==> src/rtl/sm83_irq_ctl.sv <==
// sm83 interrupt controller: edge-latches peripheral requests into IF, masks
// with IE, drives the core's irq vector and retires bits on one-hot iack.
// IF and IE are exposed as bus-mapped bytes with a registered read path.

// One IF bit with its own request edge detector.
module sm83_irq_bit (
    input  logic clk,
    input  logic reset,
    input  logic req,
    input  logic if_wr,
    input  logic wdata,
    input  logic iack,
    output logic if_bit
);
    logic req_q;

    // Bus write replaces the bit, iack clears it, a fresh edge sets it last
    always_ff @(posedge clk) begin
        if (reset) begin
            req_q  <= 1'b0;
            if_bit <= 1'b0;
        end else begin
            req_q  <= req;
            if_bit <= ((if_wr ? wdata : if_bit) & ~iack) | (req & ~req_q);
        end
    end
endmodule

module sm83_irq_ctl #(
    parameter int          WORD_SIZE = 8,
    parameter int          NUM_IRQS  = 5,
    parameter logic [15:0] ADR_IF    = 16'hff0f,
    parameter logic [15:0] ADR_IE    = 16'hffff
) (
    input  logic                 clk,
    input  logic                 reset,
    input  logic [15:0]          adr,
    input  logic [WORD_SIZE-1:0] din,
    output logic [WORD_SIZE-1:0] dout,
    output logic                 data_oe,
    input  logic                 rd,
    input  logic                 wr,
    input  logic [NUM_IRQS-1:0]  req,
    output logic [WORD_SIZE-1:0] irq,
    input  logic [WORD_SIZE-1:0] iack
);
    logic [NUM_IRQS-1:0]  if_reg;
    logic [WORD_SIZE-1:0] ie_reg;
    logic                 wr_q;
    logic                 wr_edge;
    logic                 sel_if;
    logic                 sel_ie;
    logic                 unused_iack;

    // Acknowledge bits above the implemented lines have no target
    assign unused_iack = ^iack[WORD_SIZE-1:NUM_IRQS];

    assign sel_if  = (adr == ADR_IF);
    assign sel_ie  = (adr == ADR_IE);
    // Only the leading cycle of a write strobe commits
    assign wr_edge = wr & ~wr_q;

    genvar i;
    generate
        for (i = 0; i < NUM_IRQS; i++) begin : g_bit
            sm83_irq_bit u_bit (
                .clk    (clk),
                .reset  (reset),
                .req    (req[i]),
                .if_wr  (wr_edge & sel_if),
                .wdata  (din[i]),
                .iack   (iack[i]),
                .if_bit (if_reg[i])
            );
        end
    endgenerate

    // Write-strobe history and IE register
    always_ff @(posedge clk) begin
        if (reset) begin
            wr_q   <= 1'b0;
            ie_reg <= '0;
        end else begin
            wr_q <= wr;
            if (wr_edge && sel_ie)
                ie_reg <= din;
        end
    end

    // Registered read port; returns pre-update values, dout holds when idle
    always_ff @(posedge clk) begin
        if (reset) begin
            dout    <= '0;
            data_oe <= 1'b0;
        end else if (rd && sel_if) begin
            dout    <= {{(WORD_SIZE-NUM_IRQS){1'b1}}, if_reg};
            data_oe <= 1'b1;
        end else if (rd && sel_ie) begin
            dout    <= ie_reg;
            data_oe <= 1'b1;
        end else begin
            data_oe <= 1'b0;
        end
    end

    assign irq = {{(WORD_SIZE-NUM_IRQS){1'b0}}, if_reg & ie_reg[NUM_IRQS-1:0]};
endmodule
==> config.mk <==
export PLATFORM = sky130hd
export DESIGN_NAME = sm83_irq_ctl
export DESIGN_NICKNAME = d
export VERILOG_FILES = /design/src/rtl/sm83_irq_ctl.sv
export SDC_FILE = /design/constraint.sdc
export NUM_CORES = 1
export LEC_CHECK = 0
export BUFFER_PORTS_ARGS = -buffer_cell sky130_fd_sc_hd__buf_4
export CORE_ASPECT_RATIO = 0.6
export CORE_UTILIZATION = 45
export CTS_CLUSTER_SIZE = 8
export DETAILED_ROUTE_END_ITERATION = 8
export PLACE_DENSITY = 0.77
export SLEW_MARGIN = 20
export SYNTH_ARGS = -nofsm -noshare
export SYNTH_HDL_FRONTEND = slang
export SYNTH_HIERARCHICAL = 1
export SYNTH_SLANG_ARGS = --single-unit
export TNS_END_PERCENT = 100
==> constraint.sdc <==
create_clock -name clk -period 1.7 [get_ports clk]
set_input_delay 0.255 -clock clk [delete_from_list [all_inputs] [get_ports clk]]
set_output_delay 0.255 -clock clk [all_outputs]
set_load 0.05 [all_outputs]
==> flow_summary.yaml <==
synthesis:
  netlist_area_um2: 1260
  synth_top_area_cell: "dfxtp_1"
  ys_seq_elements: 28
  yosys.area.top_type_share_pct: 44.49
  synth_cells: 135
  synthTopCellsByCount: "dfxtp_1, o21ai_0, a21oi_1, nand3_1"
  synth_mux_area_share_pct: 3.972
  avgSynthCellArea_um2: 9.333
  synth_cell_type_count: 33
  synth_compound_area_share_pct: 18.07
  synth_xor_area_share_pct: 0
  synth-edff-count: 0
  yosysMostFrequentCell: "dfxtp_1"
  async_flop_share_pct: 0
  synthAdderAreaFrac_pct: 0
  synth_seq_area_share_pct: 44.49
  synth_warnings: 6
  synth-main-ff-cell: "dfxtp_1"
  synthSimpleGateAreaFrac_pct: 27.61
  synth_area_leaders: "dfxtp_1, o21ai_0, a21oi_1, nand3_1, mux2i_1"
  synth_top_family_by_area: "simple AND/OR/NAND/NOR gates"
run:
  maxCapViolations: 0
power_and_ir_drop:
  p_seq_share_pct: 50.8
  max-vdd-ir-drop_v: 0.0005161
  p_leak_nw: 0.6973
  intPower_w: 0.001063
  p_sw_w: 0.0002772
  power_density_nw_per_um2: 766.6
  swShare_pct: 20.69
  clkPwrFrac_pct: 39.2
  power_frac_comb_pct: 10.0
grt:
  grt_pass1_wl_um: 5085
  antenna_found_initial: 0
  grt-ovfl-total: 0
  grt_use_met2_pct: 40.38
  grt_usage_pct: 21.67
  grt.busiest_layer: "met2"
  grt_pass1_vias: 1189
  gr-usage-met1_pct: 24.59
  grt_util_met3_pct: 6.413
  grt_max_degree: 34
sta:
  finalCriticalPeriod_ns: 1.324
  hold_viol: 0
  finalClockSkew_ns: 0.009249
  maxSlewViolCount: 0
  period_share_pct: 77.90
  setup_tns_ns: 0
  finalSetupViolCount: 0
  rsz0062_at_grt: "false"
  fmax_mhz: 755.1
floorplan:
  dieArea_um2: 3022
  rows: 14
  core_area_um2: 2575
  die_h_um: 42.99
  ios: 58
  start_util_pct: 48.93
  fp.dieW_um: 70.31
clock_tree:
  post_cts_buffers: 0
  cts_root_buf: "clkbuf_8"
  clock_latency_ns: 0.28
  path_clk_slew_ns: 0.10
  tritoncts: "yes"
  cts.sinks: 28
  clk_path_buf_depth: 2
  cts_buffers: 3
  cts.repair.resized: 0
  cts_max_level: 1
  ctsHoldBuffers: 0
routing:
  vias_per_cell: 5.425
  remaining_drc_errors: 0
  vias: 1199
  drt_first_pass_iters: 4
  drt-initial-drc-count: 76
  ant_nets: 0
  wire_per_inst_um: 13.69
  routed_wl_um: 3026
placed_design:
  io_buffers: 51
  gp_congestion: 0.7821
  dp_cells: 217
  dp_hpwl_um: 2349
finish:
  drive_gt1_share_pct: 37.57
  fillCellCount: 193
  area_delta_synth_final_pct: 38.73
  multiInputGateArea_um2: 636.9
  seq_area_um2: 560.5
  instances_no_fill: 221
  diodes: 0
  fin_nets: 231
run_status:
  outcome: "finished clean"
critical_path:
  crit_fanout: 8
  cp.required_ns: 1.88
  start_kind: "input pin"
  worst_setup_path_end_kind: "flop"
  cp.arrival_ns: 1.51
  critical_path_class: "input pin to flop"
min_path:
  hp-class: "input pin to flop"
[cell usage in the layout, fill, tap and decap left out, drive strengths merged, types with 5 or more instances in the layout]
| master | Yosys | final |
|---|---|---|
| a21oi | 11 | 11 |
| o21ai | 13 | 13 |
| or3b | 5 | 5 |
| nor3 | 6 | 6 |
| mux2i | 5 | 5 |
| dfxtp | 28 | 28 |
| and2b | 5 | 5 |
| o31ai | 5 | 5 |
| buf | 8 | 57 |
| nand3 | 12 | 12 |
| and2 | 6 | 6 |
[layer usage]
metal,up-vias,routed length [um],share of wire (%)
met4,0,12,0.40
met3,2,164,5.4
met5,-,0,0
met1,560,1326,44
met2,37,1522,50
li1,600,-,-
[worst paths after layout]
kind	startpoint	endpoint	slack, ns	cells after the start
setup / recovery	adr[7]	dout[1]	0.38	5
hold / removal	iack[1]	g_bit[1].u_bit/if_bit	0.15	2
setup reg to reg	wr_q	g_bit[3].u_bit/if_bit	0.49	5
hold reg to reg	dout[5]	dout[5]	0.46	2
[power groups by stage]
| stage | registers, W | clock network (W) | logic (W) |
|---|---|---|---|
| floorplan | 0.000693 | 0 | 0.0000582 |
| global placement | 0.000695 | 0 | 0.000129 |
| detailed placement | 0.000696 | 0 | 0.000134 |
| CTS | 0.000681 | 0.000528 | 0.000134 |
| global route | 0.000683 | 0.000556 | 0.000144 |
| finish | 0.000681 | 0.000525 | 0.000134 |
[logic make-up (layout without fill, tap and decap cells)]
group           count (synthesis)  count (layout)
flops                          28              28
other cells                     1               3
compound gates                 38              38
mux                             5               5
buf+inv                        12              64
simple gates                   51              51
[layout make-up]
type / instances / share of cell area [%]
clock buffers: 3 / 2.362
clock inverters: 1 / 1.718
inverters: 3 / 0.6442
multi-input cells: 97 / 36.44
flip-flops and latches: 28 / 32.07
well taps: 32 / 2.291
repair buffers: 57 / 24.48
[per-stage QoR]
stage / instance area (um^2) / hold slack [ns] / util, % / total power [W] / setup WS (ns)
2_1_floorplan: 1267 / 0.3577 / - / 0.0007508 / 0.1754
3_3_place_gp: 1677 / 0.4446 / 65.11 / 0.0008241 / 0.1605
3_5_place_dp: 1677 / 0.4491 / 65.11 / 0.0008297 / 0.06806
4_1_cts: 1748 / 0.1454 / 67.88 / 0.001343 / 0.3645
5_1_grt: 1748 / 0.1436 / 67.88 / 0.001384 / 0.2802
6_report: 1748 / 0.1455 / 67.88 / 0.001340 / 0.3757
[critical path, stage by stage]
cell	delay [ns]
buf_4	0.10
and4_1	0.31
and3_1	0.38
nand3_1	0.14
a311oi_1	0.32
No activity file was read; power rests on OpenSTA's default activity.
